**src/rtl/count_bus_host_if.sv**
```systemverilog
// count_bus_host_if: command/response handshake plus the host side of the
// counter tile's load/readback bus.
//   cmd_valid/cmd_ready/cmd_write/cmd_data  command channel (source -> host)
//   rsp_valid/rsp_ready/rsp_data/rsp_err    response channel (host -> consumer)
//   bus_in/bus_out/bus_oe                   8-bit bidirectional bus, split form
//   peer_load/peer_oe                       tile ui_in[0]/ui_in[1]
// Modports: slave = count_bus_host itself; master = command source and peer.
interface count_bus_host_if #(
   parameter int unsigned DW = 8
) ();
   logic          cmd_valid;
   logic          cmd_ready;
   logic          cmd_write;
   logic [DW-1:0] cmd_data;
   logic          rsp_valid;
   logic          rsp_ready;
   logic [DW-1:0] rsp_data;
   logic          rsp_err;
   logic [DW-1:0] bus_in;
   logic [DW-1:0] bus_out;
   logic [DW-1:0] bus_oe;
   logic          peer_load;
   logic          peer_oe;

   modport slave (
      input  cmd_valid, cmd_write, cmd_data, rsp_ready, bus_in,
      output cmd_ready, rsp_valid, rsp_data, rsp_err, bus_out, bus_oe, peer_load, peer_oe
   );

   modport master (
      output cmd_valid, cmd_write, cmd_data, rsp_ready, bus_in,
      input  cmd_ready, rsp_valid, rsp_data, rsp_err, bus_out, bus_oe, peer_load, peer_oe
   );
endinterface

```
**src/rtl/count_bus_host.sv**
```systemverilog
// count_bus_host: turns single-word write/read commands into the counter
// tile's pin protocol (peer_load + driven data for a write, peer_oe with the
// host released for a read) and owns bus turnaround.
// Ports:
//   clk    clock
//   rst_n  asynchronous active-low reset
//   bus    count_bus_host_if.slave: command, response, bus and peer pins
// Parameters:
//   DW     bus/counter width
//   TURN   idle RD cycles after peer_oe rises before sampling (0..7)
// Optional feature: define COUNT_BUS_HOST_CHECK_EN to keep a shadow copy of
// the peer counter and flag rsp_err when a readback disagrees with it;
// otherwise rsp_err is tied 0.
// All outputs are registered and derived from the next state.
module count_bus_host #(
   parameter int unsigned DW   = 8,
   parameter int unsigned TURN = 1
) (
   input logic              clk,
   input logic              rst_n,
   count_bus_host_if.slave  bus
);

   typedef enum logic [1:0] {
      StIdle,
      StWr,
      StRd,
      StRsp
   } state_e;

   localparam logic [2:0] TurnLast = 3'(TURN);

   state_e        state_q, state_d;
   logic [2:0]    turn_cnt_q, turn_cnt_d;
   logic [DW-1:0] bus_out_q, bus_out_d;
   logic [DW-1:0] rsp_data_q, rsp_data_d;
   logic          rsp_err_q, rsp_err_d;
   logic          cmd_ready_q, cmd_ready_d;
   logic          rsp_valid_q, rsp_valid_d;
   logic          bus_oe_q, bus_oe_d;
   logic          peer_load_q, peer_load_d;
   logic          peer_oe_q, peer_oe_d;
   logic          chk_mismatch;

`ifdef COUNT_BUS_HOST_CHECK_EN
   // Mirrors the free-running peer: loads on the same edge the peer does
   // (WR exit, data still held in bus_out_q), otherwise counts every cycle.
   logic [DW-1:0] shadow_q;

   always_ff @(posedge clk or negedge rst_n) begin
      if (!rst_n) begin
         shadow_q <= '0;
      end else if (state_q == StWr) begin
         shadow_q <= bus_out_q;
      end else begin
         shadow_q <= shadow_q + DW'(1);
      end
   end

   assign chk_mismatch = (bus.bus_in != shadow_q);
`else
   assign chk_mismatch = 1'b0;
`endif

   always_comb begin
      state_d    = state_q;
      turn_cnt_d = turn_cnt_q;
      bus_out_d  = bus_out_q;
      rsp_data_d = rsp_data_q;
      rsp_err_d  = rsp_err_q;

      unique case (state_q)
         StIdle: begin
            if (bus.cmd_valid) begin
               if (bus.cmd_write) begin
                  state_d   = StWr;
                  bus_out_d = bus.cmd_data;
               end else begin
                  state_d    = StRd;
                  turn_cnt_d = '0;
               end
            end
         end
         StWr: begin
            state_d   = StIdle;
            bus_out_d = '0;
         end
         StRd: begin
            if (turn_cnt_q == TurnLast) begin
               state_d    = StRsp;
               rsp_data_d = bus.bus_in;
               rsp_err_d  = chk_mismatch;
            end else begin
               turn_cnt_d = turn_cnt_q + 3'd1;
            end
         end
         StRsp: begin
            if (bus.rsp_ready) begin
               state_d = StIdle;
            end
         end
         default: state_d = StIdle;
      endcase

      // Registered outputs follow the state being entered. Leaving RD for RSP
      // drops peer_oe, and RSP always lasts a cycle, so a released cycle
      // separates peer drive from any following host drive.
      cmd_ready_d = (state_d == StIdle);
      bus_oe_d    = (state_d == StWr);
      peer_load_d = (state_d == StWr);
      peer_oe_d   = (state_d == StRd);
      rsp_valid_d = (state_d == StRsp);
   end

   always_ff @(posedge clk or negedge rst_n) begin
      if (!rst_n) begin
         state_q     <= StIdle;
         turn_cnt_q  <= '0;
         bus_out_q   <= '0;
         rsp_data_q  <= '0;
         rsp_err_q   <= 1'b0;
         cmd_ready_q <= 1'b1;
         rsp_valid_q <= 1'b0;
         bus_oe_q    <= 1'b0;
         peer_load_q <= 1'b0;
         peer_oe_q   <= 1'b0;
      end else begin
         state_q     <= state_d;
         turn_cnt_q  <= turn_cnt_d;
         bus_out_q   <= bus_out_d;
         rsp_data_q  <= rsp_data_d;
         rsp_err_q   <= rsp_err_d;
         cmd_ready_q <= cmd_ready_d;
         rsp_valid_q <= rsp_valid_d;
         bus_oe_q    <= bus_oe_d;
         peer_load_q <= peer_load_d;
         peer_oe_q   <= peer_oe_d;
      end
   end

   assign bus.cmd_ready = cmd_ready_q;
   assign bus.rsp_valid = rsp_valid_q;
   assign bus.rsp_data  = rsp_data_q;
   assign bus.rsp_err   = rsp_err_q;
   assign bus.bus_out   = bus_out_q;
   assign bus.bus_oe    = {DW{bus_oe_q}};
   assign bus.peer_load = peer_load_q;
   assign bus.peer_oe   = peer_oe_q;

endmodule

```
**src/flat_wrapper.sv**
```systemverilog
// flat-port wrapper written by rule: the top's interface ports become plain ports
module count_bus_host_flat 
#(
   parameter int unsigned DW   = 8,
   parameter int unsigned TURN = 1
)
  (clk, rst_n, bus_cmd_valid, bus_cmd_write, bus_cmd_data, bus_rsp_ready, bus_bus_in, bus_cmd_ready, bus_rsp_valid, bus_rsp_data, bus_rsp_err, bus_bus_out, bus_bus_oe, bus_peer_load, bus_peer_oe);
  count_bus_host_if #(.DW(DW)) bus_i ();
  input logic clk;
  input logic rst_n;
  input wire logic [$bits(bus_i.cmd_valid)-1:0] bus_cmd_valid;
  input wire logic [$bits(bus_i.cmd_write)-1:0] bus_cmd_write;
  input wire logic [$bits(bus_i.cmd_data)-1:0] bus_cmd_data;
  input wire logic [$bits(bus_i.rsp_ready)-1:0] bus_rsp_ready;
  input wire logic [$bits(bus_i.bus_in)-1:0] bus_bus_in;
  output wire logic [$bits(bus_i.cmd_ready)-1:0] bus_cmd_ready;
  output wire logic [$bits(bus_i.rsp_valid)-1:0] bus_rsp_valid;
  output wire logic [$bits(bus_i.rsp_data)-1:0] bus_rsp_data;
  output wire logic [$bits(bus_i.rsp_err)-1:0] bus_rsp_err;
  output wire logic [$bits(bus_i.bus_out)-1:0] bus_bus_out;
  output wire logic [$bits(bus_i.bus_oe)-1:0] bus_bus_oe;
  output wire logic [$bits(bus_i.peer_load)-1:0] bus_peer_load;
  output wire logic [$bits(bus_i.peer_oe)-1:0] bus_peer_oe;
  assign bus_i.cmd_valid = bus_cmd_valid;
  assign bus_i.cmd_write = bus_cmd_write;
  assign bus_i.cmd_data = bus_cmd_data;
  assign bus_i.rsp_ready = bus_rsp_ready;
  assign bus_i.bus_in = bus_bus_in;
  assign bus_cmd_ready = bus_i.cmd_ready;
  assign bus_rsp_valid = bus_i.rsp_valid;
  assign bus_rsp_data = bus_i.rsp_data;
  assign bus_rsp_err = bus_i.rsp_err;
  assign bus_bus_out = bus_i.bus_out;
  assign bus_bus_oe = bus_i.bus_oe;
  assign bus_peer_load = bus_i.peer_load;
  assign bus_peer_oe = bus_i.peer_oe;
  count_bus_host #(.DW(DW), .TURN(TURN)) u_core (.clk(clk), .rst_n(rst_n), .bus(bus_i));
endmodule
```
**config.mk**
```make
export PLATFORM = sky130hd
export DESIGN_NAME = count_bus_host_flat
export DESIGN_NICKNAME = d
export VERILOG_FILES = /design/src/rtl/count_bus_host_if.sv /design/src/rtl/count_bus_host.sv /design/src/flat_wrapper.sv
export SDC_FILE = /design/constraint.sdc
export NUM_CORES = 1
export LEC_CHECK = 0
export ABC_AREA = 1
export CORE_MARGIN = 10
export CORE_UTILIZATION = 30
export DETAILED_ROUTE_END_ITERATION = 12
export MAX_ROUTING_LAYER = met4
export PLACE_DENSITY = 0.66
export SKIP_CTS_REPAIR_TIMING = 1
export SLEW_MARGIN = 20
export SYNTH_ARGS = -nofsm -noshare
export SYNTH_HDL_FRONTEND = slang
export SYNTH_SLANG_ARGS = --single-unit
```
**constraint.sdc**
```tcl
create_clock -name clk -period 1.4 [get_ports clk]
set_input_delay 0.28 -clock clk [delete_from_list [all_inputs] [get_ports clk]]
set_output_delay 0.28 -clock clk [all_outputs]
set_load 0.05 [all_outputs]
```
# Word-level counts from Yosys, hierarchy flattened
# Cells that the tools add are included.
dict set report classes {
  addsub 1
  eq_ne 11
  muxes 12
  n_reduce_logical 7
}
# operator count
set op_table {}
lappend op_table {{$mux W8} 2}
lappend op_table {{$pmux W8 S2} 1}
lappend op_table {{$mux W3} 3}
lappend op_table {{$eq A2 B2 Y1 const B} 4}
lappend op_table {{$mux W2} 4}
lappend op_table {{$ne A2 B2 Y1 const B} 4}
lappend op_table {{$pmux W2 S4} 1}
lappend op_table {{$pmux W3 S2} 1}
lappend op_table {{$eq A2 B1 Y1 const B} 2}
lappend op_table {{$logic_not A2 Y1} 2}
lappend op_table {{$reduce_and A4 Y1} 1}
lappend op_table {{$reduce_bool A2 Y1} 2}
lappend op_table {{$add A3 B1 Y3 const B} 1}
lappend op_table {{$eq A3 B1 Y1 const B} 1}
lappend op_table {{$reduce_and A3 Y1} 1}
lappend op_table {{$reduce_and A2 Y1} 1}
dict set report totals {
  register_bits 25
  output_inout_bits 29
  word_cells 39
}

# Depth between registers and ports, before layout
dict set report logic_depth {
  word_depth 4
  depth_mapped 8
  depth_no_buf 8
}

# Least setup slack after synthesis
# OpenSTA, ideal clock, no wires.
dict set report synth_path {
  path_kind {register -> output}
  startpoint {register u_core.bus_oe_q}
  endpoint {output bus_bus_oe[0]}
  arrival_ns 1.014
  t_required_ns 1.120
  slack_ns 0.106
  path_stages_with_launch 2
  path_buffers 1
  cell_sequence {dfrtp_1 > buf_4}
}
# item line_no
set synth_rtl {}
lappend synth_rtl {{from (decl)} count_bus_host.sv:40} ;# logic bus_oe_q, bus_oe_d;
lappend synth_rtl {{from (signal assigned)} count_bus_host.sv:135} ;# bus_oe_q <= bus_oe_d;
lappend synth_rtl {{to (decl)} flat_wrapper.sv:21} ;# output wire logic [$bits(bus_i.bus_oe)-1:0] bus_bus_oe;
# No word-level cell between the ends.

# Final worst setup path
dict set report layout_path {
  startpoint {register u_core.bus_oe_q}
  endpoint {output bus_bus_oe[3]}
}
# No word-level cell between the ends.

==> out/results.md <==
| Group | Parameter | Reported |
|---|---|---|
| route | Final routed wirelength across all metal layers | 2930 microns |
| finish | Non-filler instance count after layout | 221 |
| global routing | Maximum number of pins on one net before global-route repair | 26 |
| route | Routed vias | 945 |
| placement | Post-Place Worst Slack | -0.0803 ns |
| floorplanning | Die extent in x | 81.1 microns |
| power and ir drop | Tot Pwr | 4.71 mW |
| placement | Total cell area at the placement stage | 1920 sq um |
| route | Starting DRC count in detailed routing | 46 |
| placement | Placed insts | 217 |
| worst setup path | Kind of cell with the highest combined delay on the critical path | buffers and inverters |
| placement | Final RePlAce weighted congestion | 0.811 |
| yosys | Average instance area after synthesis | 8.96 sq um |
| worst setup path | Type of destination of the critical path | output pin |
| worst hold path | Hold Crit Class | in -> async |
| floorplanning | Chip Height | 81.1 microns |
| worst setup path | Worst Setup Path Type | reg -> out |
| finish | # diodes | 0 |
| clock network | Clock transition time at the flip-flop clock pins of the worst setup and hold paths | 0.09 ns |
| yosys | Cells after synthesis | 125 |
| floorplanning | Floorplan die area | 6580 sq um |
| run | Max-cap viol count | 0 |
| floorplanning | Area of the core | 3630 sq um |
| clock network | Clock buffers created by TritonCTS | 3 |
| timing | Hold Worst Slack | 0.353 ns |
| timing | Highest attainable clock frequency | 756 MHz |
| worst setup path | Buffering stage count on the worst path with inverters included | 2 |
| finish | Most common cell after layout, fill and taps aside | nand2_1 |
| timing | Total Negative Setup Slacks | 0 ns |
| finish | Share of post-route cells with drive strength above 1 | 24.9% |
| timing | Share of the clock period used by the worst path after layout | 94.5% |
| global routing | Via count of the first global-routing pass | 1,018 |
| floorplanning | I/O pin cnt | 50 |
| floorplanning | Number of core rows | 22 |
| route | DR pass1 iterations | 4 |
| finish | Most used cells in the layout excluding fill and tap cells | 39 x nand2_1, 29 x buf_12, 24 x dfrtp_1, 20 x clkdlybuf4s50_1, 16 x inv_1 |
| power and ir drop | Maximum VDD drop | 0.00124 V |
| yosys | Number of register bits inferred by synthesis | 25 |
| clock network | Worst-skew pair later-pin latency | 0.27 ns |
| global routing | All-layer global routing usage | 9.87% |
| finish | Final std cell area, no fill | 1970 sq um |
| global routing | Grt total ovfl | 0 |
| worst setup path | Slowest cell on the critical path | dfrtp_1 |
| route | Average wire per cell in the routed design | 13.3 microns |
| yosys | Synth Warn # | 0 |
| worst setup path | Data required time at the worst endpoint | 1.12 ns |
| worst setup path | Biggest fanout along the worst timing path | 9 |
| route | Routed via count divided by cell count | 4.28 |
| timing | Clock skew after layout | 0.00433 ns |
| worst setup path | Largest incremental delay on the critical path | 0.33 ns |
| yosys | Number of distinct standard cells referenced by the synthesized netlist | 17 |
| run status | Outcome | completed |
| clock network | TritonCTS clock tree | done |
| global routing | Antenna violations before repair | 0 |
| placement | Sum of net half-perimeters after detailed placement | 2460 microns |
| power and ir drop | P per Cell Area | 2400 nW/um^2 |
| yosys | Number of nets in the synthesized netlist | 148 |
| finish | Final Core Density | 54.2% |
| worst setup path | CP arrival | 1.04 ns |
| clock network | Library cell used as clock root buffer | clkbuf_8 |
| timing | Final setup viols | 0 |
| yosys | Mapped Area | 1120 sq um |
| timing | Setup slack after layout | 0.0772 ns |
| worst setup path | Critical path launch point type | register |
| route | Post-route antenna net violation count | 0 |
| finish | Synthesis-to-layout area growth | 75.8% |
| floorplanning | Effective utilization at floorplan | 30.8% |
| route | Detailed-route DRC error count | 0 |
| timing | Shortest period the worst path allows | 1.32 ns |
| timing | Number of pins exceeding their max-slew limit in the final report | 0 |
| clock network | Number of sinks on the clock net | 25 |
| timing | RSZ-0062 raised after global routing | no |
| timing | Endpoints failing hold | 0 |
| finish | NumNets Final | 197 |
| worst setup path | Crit-path cells | buf_4, buf_12 |
| power and ir drop | Static leakage | 0.955 nW |
| yosys | Sequential element share of the synthesized area | 56.0% |
| clock network | CTS Buffer Depth | 2 |
| clock network | H-tree levels | 1 |
| global routing | Global-route wire length before repair | 4950 microns |
| placement | PortBufs | 48 |
[cells by family after synthesis]
group | count (synthesis) | synth area share (%)
AOI/OAI and AO/OA | 9 | 4.02
xor gates and xnor gates | 1 | 0.782
adders and majority gates | 2 | 2.23
buffers and inverters | 27 | 12.7
DFF | 25 | 56.0
other | 1 | 0.335
and+or+nand+nor | 60 | 23.9
[cells in the mapped netlist (all sizes together)]
cell	instances	area [sq um]
a21oi	1	5.00
buf	10	78.8
clkinv	1	3.75
conb	1	3.75
dfrtp	24	601
dfstp	1	26.3
ha	2	25.0
inv	16	60.1
nand2	40	158
nand3	12	65.1
nor2	8	45.0
o21ai	8	40.0
xor2	1	8.76
[power by group]
group	leakage, nW	switching (mW)	total (mW)	internal [mW]
clock network	0.0217	0.226	0.427	0.201
registers	0.316	0.306	1.33	1.02
logic	0.617	1.62	2.96	1.33
total	0.955	2.15	4.71	2.56
[final cells by class]
cell class | instances | area (sq um)
Sequential cell | 25 | 627
Clock inverter | 1 | 7.51
Clock buffer | 3 | 41.3
Inverter | 17 | 63.8
Multi-Input combinational cell | 73 | 350
Fill cell | 330 | 1670
Timing Repair Buffer | 54 | 818
Tap cell | 48 | 60.1
[per-layer routing]
| metal | share of wire (%) | vias up | global-route usage, % |
|---|---|---|---|
| met5 | 0 | - | - |
| met4 | 1.4 | 0 | 4.67 |
| met3 | 8.7 | 2 | 3.31 |
| met2 | 47 | 41 | 15.4 |
| met1 | 43 | 432 | 11.1 |
| li1 | - | 470 | - |
[registers in the layout, summed over array words and instances (netlist names)]
register              cells
u_core.bus.peer_oe        1
u_core.bus_oe_q           1
u_core.bus.rsp_valid      1
u_core.bus.rsp_data       8
u_core.turn_cnt_q         3
u_core.state_q            2
u_core.bus.bus_out        8
u_core.bus.cmd_ready      1
[worst paths after layout]
check                      slack, ns  cells past startpoint                  from              endpoint
min reg2reg                     0.51                      2  u_core.turn_cnt_q[1]  u_core.turn_cnt_q[1]
max in group asynchronous       0.83                      2                 rst_n  u_core.bus.cmd_ready
max                             0.08                      2       u_core.bus_oe_q         bus_bus_oe[3]
min in group clk                0.51                      2  u_core.turn_cnt_q[1]  u_core.turn_cnt_q[1]
max reg2reg                     0.12                      7  u_core.turn_cnt_q[0]  u_core.turn_cnt_q[0]
min                             0.35                      2                 rst_n  u_core.turn_cnt_q[2]
Note: power is estimated with default switching activity, not from simulation.
